`config.mk`:
```
export PLATFORM = sky130hd
export DESIGN_NAME = fifo_qos_param
export DESIGN_NICKNAME = d
export VERILOG_FILES = /design/src/rtl/fifo_qos_param_pkg.sv /design/src/rtl/fifo_qos_ram.sv /design/src/rtl/fifo_qos_param.sv
export SDC_FILE = /design/constraint.sdc
export NUM_CORES = 1
export LEC_CHECK = 0
export ABC_AREA = 0
export CORE_UTILIZATION = 63
export CTS_CLUSTER_SIZE = 40
export DETAILED_ROUTE_END_ITERATION = 6
export GPL_TIMING_DRIVEN = 0
export PLACE_DENSITY_LB_ADDON = 0.25
export REMOVE_ABC_BUFFERS = 1
export SETUP_SLACK_MARGIN = 0.4
export SYNTH_ARGS = -nofsm -noshare
export SYNTH_HDL_FRONTEND = slang
export SYNTH_HIERARCHICAL = 1
export SYNTH_SLANG_ARGS = --single-unit
```
`constraint.sdc`:
```
create_clock -name CLOCK -period 4.8 [get_ports CLOCK]
set_clock_uncertainty 0.1 [all_clocks]
set_input_delay 0.72 -clock CLOCK [delete_from_list [all_inputs] [get_ports CLOCK]]
set_output_delay 0.72 -clock CLOCK [all_outputs]
set_load 0.03 [all_outputs]
```
`src/rtl/fifo_qos_param_pkg.sv`:
```
// Shared constants, status-flag struct and threshold helper for the per-class QoS FIFO.
package fifo_qos_param_pkg;

    localparam int PCT_MAX   = 100;
    localparam int THR_W     = 7;
    localparam int MODE_REG  = 0;
    localparam int MODE_FWFT = 1;

    typedef struct packed {
        logic empty;
        logic almost_empty;
        logic almost_full;
        logic full;
    } fifo_flags_t;

    localparam fifo_flags_t FLAGS_RST = '{empty: 1'b1, almost_empty: 1'b0,
                                          almost_full: 1'b0, full: 1'b0};

    // Percent inputs above 100 saturate; the result is floored.
    function automatic int unsigned pct_of_depth(input int unsigned depth,
                                                 input logic [THR_W-1:0] pct);
        int unsigned p;
        p = 32'(pct);
        if (p > PCT_MAX) p = PCT_MAX;
        return (depth * p) / PCT_MAX;
    endfunction

endpackage

```
`src/rtl/fifo_qos_ram.sv`:
```
// Storage array for the QoS FIFO: one synchronous write port, one read port that is
// registered (MODE_REG) or combinational (MODE_FWFT).
module fifo_qos_ram
    import fifo_qos_param_pkg::*;
#(
    parameter int WIDTH = 4,
    parameter int DEPTH = 8,
    parameter int MODE  = 0,
    parameter int AW    = 3
) (
    input  logic             clk,
    input  logic             rst_n,
    input  logic             we,
    input  logic [AW-1:0]    waddr,
    input  logic [WIDTH-1:0] wdata,
    input  logic             re,
    input  logic [AW-1:0]    raddr,
    output logic [WIDTH-1:0] rdata
);

    logic [WIDTH-1:0] mem [DEPTH];

    // Contents survive reset; only the pointers decide what is valid.
    always_ff @(posedge clk) begin
        if (we) mem[waddr] <= wdata;
    end

    generate
        if (MODE == MODE_REG) begin : g_reg_rd
            logic [WIDTH-1:0] rdata_q, rdata_d;

            always_comb begin
                rdata_d = rdata_q;
                if (re) rdata_d = mem[raddr];
            end

            always_ff @(posedge clk or negedge rst_n) begin
                if (!rst_n) rdata_q <= '0;
                else        rdata_q <= rdata_d;
            end

            assign rdata = rdata_q;
        end else begin : g_async_rd
            logic unused_rd_ctrl;
            assign unused_rd_ctrl = ^{re, rst_n};
            assign rdata = mem[raddr];
        end
    endgenerate

endmodule

```
`src/rtl/fifo_qos_param.sv`:
```
// Parametrised per-traffic-class FIFO: pointers, occupancy, percentage thresholds,
// registered status flags and sticky overflow/underflow errors.
module fifo_qos_param
    import fifo_qos_param_pkg::*;
#(
    parameter int WIDTH = 4,
    parameter int DEPTH = 8,
    parameter int MODE  = 0
) (
    input  logic                       CLOCK,
    input  logic                       RESET,
    input  logic                       PUSH,
    input  logic                       POP,
    input  logic [WIDTH-1:0]           DATO_IN,
    input  logic [THR_W-1:0]           TL,
    input  logic [THR_W-1:0]           TH,
    input  logic                       ERR_CLR,
    output logic [WIDTH-1:0]           DATO_OUT,
    output logic                       VALID_OUT,
    output logic [$clog2(DEPTH+1)-1:0] COUNT,
    output logic                       EMPTY,
    output logic                       ALMOST_EMPTY,
    output logic                       ALMOST_FULL,
    output logic                       FULL,
    output logic                       OVERFLOW,
    output logic                       UNDERFLOW
);

    localparam int AW = $clog2(DEPTH);
    localparam int CW = $clog2(DEPTH+1);

    logic [AW-1:0]    wr_ptr_q, wr_ptr_d, rd_ptr_q, rd_ptr_d;
    logic [CW-1:0]    count_q, count_d;
    logic [CW-1:0]    thr_lo_q, thr_lo_d, thr_hi_q, thr_hi_d;
    logic             cfg_done_q, cfg_done_d;
    fifo_flags_t      flags_q, flags_d;
    logic             overflow_q, overflow_d, underflow_q, underflow_d;
    logic             push_ok, pop_ok, ovf_evt, udf_evt;
    logic [WIDTH-1:0] ram_rdata;

    function automatic logic [AW-1:0] ptr_inc(input logic [AW-1:0] p);
        return (p == AW'(DEPTH-1)) ? '0 : p + AW'(1);
    endfunction

    always_comb begin
        pop_ok  = POP & ~flags_q.empty;
        push_ok = PUSH & (~flags_q.full | pop_ok);
        ovf_evt = PUSH & ~push_ok;
        udf_evt = POP & flags_q.empty;

        wr_ptr_d = push_ok ? ptr_inc(wr_ptr_q) : wr_ptr_q;
        rd_ptr_d = pop_ok  ? ptr_inc(rd_ptr_q) : rd_ptr_q;

        case ({push_ok, pop_ok})
            2'b10:   count_d = count_q + CW'(1);
            2'b01:   count_d = count_q - CW'(1);
            default: count_d = count_q;
        endcase

        // Thresholds latch once per reset; flags keep using the old ones on the load edge.
        cfg_done_d = 1'b1;
        thr_lo_d   = cfg_done_q ? thr_lo_q : CW'(pct_of_depth(DEPTH, TL));
        thr_hi_d   = cfg_done_q ? thr_hi_q : CW'(pct_of_depth(DEPTH, TH));

        flags_d.empty        = (count_d == '0);
        flags_d.full         = (count_d == CW'(DEPTH));
        flags_d.almost_empty = (count_d != '0) && (count_d <= thr_lo_q);
        flags_d.almost_full  = (count_d != CW'(DEPTH)) && (count_d >= thr_hi_q);

        overflow_d  = ovf_evt | (overflow_q  & ~ERR_CLR);
        underflow_d = udf_evt | (underflow_q & ~ERR_CLR);
    end

    always_ff @(posedge CLOCK or negedge RESET) begin
        if (!RESET) begin
            wr_ptr_q    <= '0;
            rd_ptr_q    <= '0;
            count_q     <= '0;
            thr_lo_q    <= '0;
            thr_hi_q    <= CW'(DEPTH);
            cfg_done_q  <= 1'b0;
            flags_q     <= FLAGS_RST;
            overflow_q  <= 1'b0;
            underflow_q <= 1'b0;
        end else begin
            wr_ptr_q    <= wr_ptr_d;
            rd_ptr_q    <= rd_ptr_d;
            count_q     <= count_d;
            thr_lo_q    <= thr_lo_d;
            thr_hi_q    <= thr_hi_d;
            cfg_done_q  <= cfg_done_d;
            flags_q     <= flags_d;
            overflow_q  <= overflow_d;
            underflow_q <= underflow_d;
        end
    end

    fifo_qos_ram #(
        .WIDTH (WIDTH),
        .DEPTH (DEPTH),
        .MODE  (MODE),
        .AW    (AW)
    ) u_ram (
        .clk   (CLOCK),
        .rst_n (RESET),
        .we    (push_ok),
        .waddr (wr_ptr_q),
        .wdata (DATO_IN),
        .re    (pop_ok),
        .raddr (rd_ptr_q),
        .rdata (ram_rdata)
    );

    generate
        if (MODE == MODE_REG) begin : g_reg_out
            logic valid_q, valid_d;

            always_comb valid_d = pop_ok;

            always_ff @(posedge CLOCK or negedge RESET) begin
                if (!RESET) valid_q <= 1'b0;
                else        valid_q <= valid_d;
            end

            assign VALID_OUT = valid_q;
            assign DATO_OUT  = ram_rdata;
        end else begin : g_fwft_out
            // Word under rd_ptr is shown directly; forced to zero while nothing is queued.
            assign VALID_OUT = ~flags_q.empty;
            assign DATO_OUT  = flags_q.empty ? '0 : ram_rdata;
        end
    endgenerate

    assign COUNT        = count_q;
    assign EMPTY        = flags_q.empty;
    assign ALMOST_EMPTY = flags_q.almost_empty;
    assign ALMOST_FULL  = flags_q.almost_full;
    assign FULL         = flags_q.full;
    assign OVERFLOW     = overflow_q;
    assign UNDERFLOW    = underflow_q;

endmodule

```
---- Word level (Yosys, flattened, before mapping) ----
Memory sizes are Yosys's and may differ from the RTL's. A register that Yosys moved wholly into a read port is not among the register bits.
Index checks and enable logic that the tools add are counted.
Widths: inputs -> output; s select.
storage, ports and cells
  word-level logic and storage cells ...... 55
  memories ................................ 1
  input bits .............................. 23
  memory bits (writable) .................. 32
  output and inout port bits .............. 15
  register bits ........................... 26
cells by class
  muxes and demuxes ....................... 7
  magnitude comparators ................... 4
  equal/unequal tests ..................... 6
  bitwise logic cells ..................... 13
  reductions and logical operators ........ 5
  add/sub/neg operators ................... 4
  divide/modulo/power cells ............... 2
memory list
  memory     depth  bits a word  read ports  clocked after memory_dff  write ports  line                RTL
  u_ram.mem  8      4            1           1                         1            fifo_qos_ram.sv:21  logic [WIDTH-1:0] mem [DEPTH];
operator list
  operator               number
  $div 32x7->32 const B  2
  $gt 7x7->1 const B     2
  $mux 7                 2
  $pmux 4 s2             1
  $add 3x1->3 const B    2
  $and 1x1->1            6
  $eq 3x3->1 const B     2
  $mux 3                 2
  $add 4x1->4 const B    1
  $eq 4x4->1 const B     1
  $ge 4x4->1             1
  $le 4x4->1             1
  $logic_not 4->1        1
  $ne 4x4->1 const B     1
  $not 1->1              4
  $reduce_bool 4->1      1
  $sub 4x1->4 const B    1
  $or 1x1->1             3
  $eq 2x1->1 const B     1
  $eq 2x2->1 const B     1
  $logic_and 1x1->1      2
  $mux 1                 2
  $logic_not 1->1        1

---- Depth between registers and ports, before layout ----
Gate-level depths: netlist of the first run.
  depth after elaboration ................. 8
  gate-level depth with buffers ........... 18
  depth with buffers taken out ............ 17

---- Modules after synthesis ----
Netlist of the first run, hierarchy kept.
by module, submodules not included
  module          seq. area each (um^2)  cells each  area each (um^2)  instances
  fifo_qos_param  653.1                  325         2693.8            1
  fifo_qos_ram    1061.0                 87          1456.4            1

---- Worst setup path after synthesis of the first run ----
OpenSTA, ideal clock, no wires.
  path kind ............................... input to register
  start ................................... input TH[5]
  end ..................................... register thr_hi_q[0]
  setup slack ............................. 0.642 ns
  arrival ................................. 3.931 ns
  library setup time ...................... 0.127 ns
  stages .................................. 16
  cells stage by stage .................... clkbuf_1 > a21boi_0 > inv_1 > ha_1 > o21a_1 > ha_1 > nand2b_1 > o21ai_0 > nand2_1 > nor2_2 > xnor2_1 > ha_1 > o311a_1 > o22a_1 > mux2i_1 > o22ai_1
between the ends
  cells in the longest elaborated chain, start to end .. 3
ends and longest elaborated chain
  what                  line                      RTL
  from (decl)           fifo_qos_param.sv:16      input logic [THR_W-1:0] TH,
  $gt 7x7->1            fifo_qos_param_pkg.sv:24  if (p > PCT_MAX) p = PCT_MAX;
  $mux 7 (*)            fifo_qos_param_pkg.sv:24
  $div 32x7->32 (*)     fifo_qos_param_pkg.sv:25  return (depth * p) / PCT_MAX;
  to (signal assigned)  fifo_qos_param.sv:80      thr_hi_q <= CW'(DEPTH);
  to (signal assigned)  fifo_qos_param.sv:90      thr_hi_q <= thr_hi_d;
  to (decl)             fifo_qos_param.sv:34      logic [CW-1:0] thr_lo_q, thr_lo_d, thr_hi_q, thr_hi_d;
Mark *: on every way between the ends. The rest lies on a longest branch, timed or not.
A chain may end at the register's enable or synchronous reset.

---- Worst setup path in the final report of the first run ----
  start ................................... input TH[3]
  end ..................................... register thr_hi_q[0]
The elaborated chain is that of the path after synthesis.

==> results.sh, run 1 <==
export IMPL_path_cells="clkdlybuf4s50_1 > a21boi_4 > inv_1 > ha_1 > or4_4 > a31oi_4 > a31oi_1 > nor2_2 > xnor2_1 > ha_1 > o311a_1 > o22a_1 > mux2i_1 > o22ai_1"
export IMPL_cp_max_fo=8
export IMPL_core_rowCount=29
export IMPL_worst_path_buf_inv=2
export IMPL_r2r_start="EMPTY"
export IMPL_fp_coreArea_um2=6350
export IMPL_hold_viol=0
export IMPL_cp_start_kind="input port"
export IMPL_layout_cells_non_filler=527
export IMPL_rsz0062_at_grt="yes"
export IMPL_relSlewSlack_pct=38.06
export IMPL_finish_utilization_pct=74.52
export IMPL_clk_latency_ns=0.33
export IMPL_ir_drop_uv=502.3
export IMPL_final_max_slew_viol_count=0
export IMPL_fp_dieArea_um2=6916
export IMPL_postCtsHoldBufs=0
export IMPL_place_area_um2=4523
export IMPL_crit_type="input port to flop"
export IMPL_die_x_um=83.17
export IMPL_post_route_period_util_pct=90.18
export IMPL_ys_seq_elements=62
export IMPL_p_per_area_nw_per_um2=466.8
export IMPL_htreeDepth=3
export IMPL_place_inst=511
export IMPL_ff2ff_path_depth=13
export IMPL_yosysSeqAreaShare_pct=41.30
export IMPL_ctsLongestPathBuffers=2
export IMPL_worstPathArrival_ns=4.44
export IMPL_synthToLayoutAreaGrowth_pct=14.02
export IMPL_synth_distinct_cells=78
export IMPL_synth_main_ff_cell="edfxtp_1"
export IMPL_fmax_ghz=0.2310
export IMPL_netlist_instances=412
export IMPL_final_min_clock_period_ns=4.329
export IMPL_min_path_type="input port to asynchronous set/reset pin"
export IMPL_grt_total_usage_pct=26.58
export IMPL_hpwlAfterDp_um=6299
export IMPL_cpMostUsedCell="ha_1"
export IMPL_crit_path_max_incr_delay_ns=0.63
export IMPL_seq_area_um2=1714
export IMPL_grt_ovfl_total=0
export IMPL_grt_first_pass_wirelength_um=14630
export IMPL_drive_gt1_share_pct=10.89
export IMPL_crit_slowest_cell="clkdlybuf4s50_1"
export IMPL_routed_wl_um=8601
export IMPL_cap_violations=0
export IMPL_vias_per_cell=6.226
export IMPL_ios=38
export IMPL_r2r_end="ALMOST_EMPTY"
export IMPL_clk_pin_slew_ns=0.07
export IMPL_required_ns=4.92
export IMPL_gp_congestion=0.9745
export IMPL_port_buffers=37
export IMPL_ant_nets=0
export IMPL_finalSetupTns_ns=0
export IMPL_drtPass1Iterations=4
export IMPL_p_leak_nw=1.922
export IMPL_drtIter0Drc=148
export IMPL_synth_edff_count=32
export IMPL_tightest_slew_ns=0.9291
export IMPL_grt_max_degree=31
export IMPL_wl_per_cell_um=16.32
export IMPL_fin_nets=492
export IMPL_antenna_found_initial=0
export IMPL_yosys_warnings=6
export IMPL_nFillCells=460
export IMPL_cp_num_cells=14
export IMPL_drc_errors=0
export IMPL_start_util_pct=65.36
export IMPL_grt_pass1_vias=3112
export IMPL_crit_path_end_kind="flop"
export IMPL_final_setup_viol_count=0
export IMPL_cts_root_buffer_cell="clkbuf_8"
export IMPL_outcome="finished clean"
export IMPL_final_cell_area_um2=4732
export IMPL_syn_cell_area_um2=4150
export IMPL_cp_top_family="compound AO/OA/AOI/OAI gates"
export IMPL_async_flop_share_pct=48.39
export IMPL_vias=3281
export IMPL_diodes=0
export IMPL_syn_area_per_cell_um2=10.07
export IMPL_cts_buffers=9
export IMPL_die_h_um=83.17
export IMPL_cts_tree="done"
export IMPL_multi_input_area_um2=2287
export IMPL_r2r_setup_slack_ns=1.38
export IMPL_clock_sinks=62
==> cell families (layout without fill, tap and decap cells) <==
logic type	Yosys count	after routing	share of synthesized area, %
AOI/OAI and AO/OA	128	128	22.55
xor gates and xnor gates	9	9	1.899
adders and majority gates	24	24	7.416
buffers and inverters	36	74	4.160
DFF	62	62	41.30
muxes	24	24	5.909
other	1	1	0.09036
and+or+nand+nor	128	128	16.67
==> per-layer routing <==
metal  part of all wire, %  up-vias  global-route usage, %
met4                  0.80        0                  8.777
met3                   4.0        8                  5.268
li1                      -     1608                      -
met1                    45     1582                  35.67
met5                     0        -                      0
met2                    50       83                  43.37
==> flip-flops by register name (all words and copies together) (netlist names) <==
name	flops
thr_hi_q	4
cfg_done_q	1
u_ram/rdata	4
wr_ptr_q	3
VALID_OUT	1
ALMOST_FULL	1
rd_ptr_q	3
EMPTY	1
COUNT	4
OVERFLOW	1
UNDERFLOW	1
u_ram/mem	32
FULL	1
thr_lo_q	4
ALMOST_EMPTY	1
==> worst max path at each step <==
stage / start / end / slack, ns
global placement: TH[6] / thr_hi_q[0] / -0.35
floorplan: TH[3] / thr_hi_q[0] / 0.82
detailed placement: TH[6] / thr_hi_q[0] / -0.41
CTS: TH[6] / thr_hi_q[0] / 0.31
global route: TH[3] / thr_hi_q[0] / 0.30
finish: TH[3] / thr_hi_q[0] / 0.47
==> area by class of cell <==
cell class | count | share of cell area (%)
clock buffers | 10 | 2.697
well taps | 77 | 2.036
clock inverters | 6 | 1.322
repair buffers | 37 | 7.721
multi-input cells | 314 | 48.33
inverters | 21 | 1.666
flip-flops and latches | 62 | 36.22
==> report_power, final <==
part	switching (mW)	leakage [nW]	internal, mW
clock network	0.192	0.0883	0.237
logic	0.530	1.19	0.433
registers	0.118	0.643	0.698
total	0.840	1.92	1.37
==> cells in the mapped netlist, types with 9 or more instances <==
library cell	count	share of area [%]
a21oi_1	23	2.8
a22oi_1	9	1.6
dfrtp_1	28	17
edfxtp_1	32	23
ha_1	23	6.9
inv_1	21	1.9
mux2i_1	20	4.8
nand2_1	31	2.8
nand2b_1	12	1.8
nand3_1	9	1.1
nor2_1	27	2.4
nor3_1	9	1.1
o21ai_0	24	2.9
==> stage by stage <==
| step | hold slack (ns) | worst slack (ns) | power [mW] |
|---|---|---|---|
| 6_report | 0.3093 | 0.4712 | 2.209 |
| 5_1_grt | 0.3391 | 0.2977 | 2.362 |
| 4_1_cts | 0.4038 | 0.3073 | 2.218 |
| 3_5_place_dp | 0.3946 | -0.4102 | 1.775 |
| 3_3_place_gp | 0.3671 | -0.3545 | 1.720 |
| 2_1_floorplan | 0.3244 | 0.8223 | 1.461 |
==> what timing repair did <==
| item | CTS | global route |
|---|---|---|
| resized for setup | 6 | 13 |
| pin swaps | 0 | 1 |
| setup endpoints to repair | 4 | 3 |
| buffers inserted | 0 | 0 |
==> cells in the final DEF (no fill, tap or decap), types with 9 or more instances in the layout <==
master	Yosys	routed
edfxtp_1	32	32
nand2_1	31	30
clkdlybuf4s50_1	0	30
dfrtp_1	28	28
nor2_1	27	27
a21oi_1	23	23
o21ai_0	24	22
ha_1	23	22
inv_1	21	21
mux2i_1	20	20
nand2b_1	12	12
nand3_1	9	9
nor3_1	9	9
a22oi_1	9	9
clkbuf_8	0	9
No activity file was read; power rests on OpenSTA's default activity.
==> inputs of run 2 (changes only) <==
Settings changed: CTS_CLUSTER_DIAMETER set to 150.
==> results of run 2 <==
The final DEF is identical to that of run 1; final timing and power are the same.
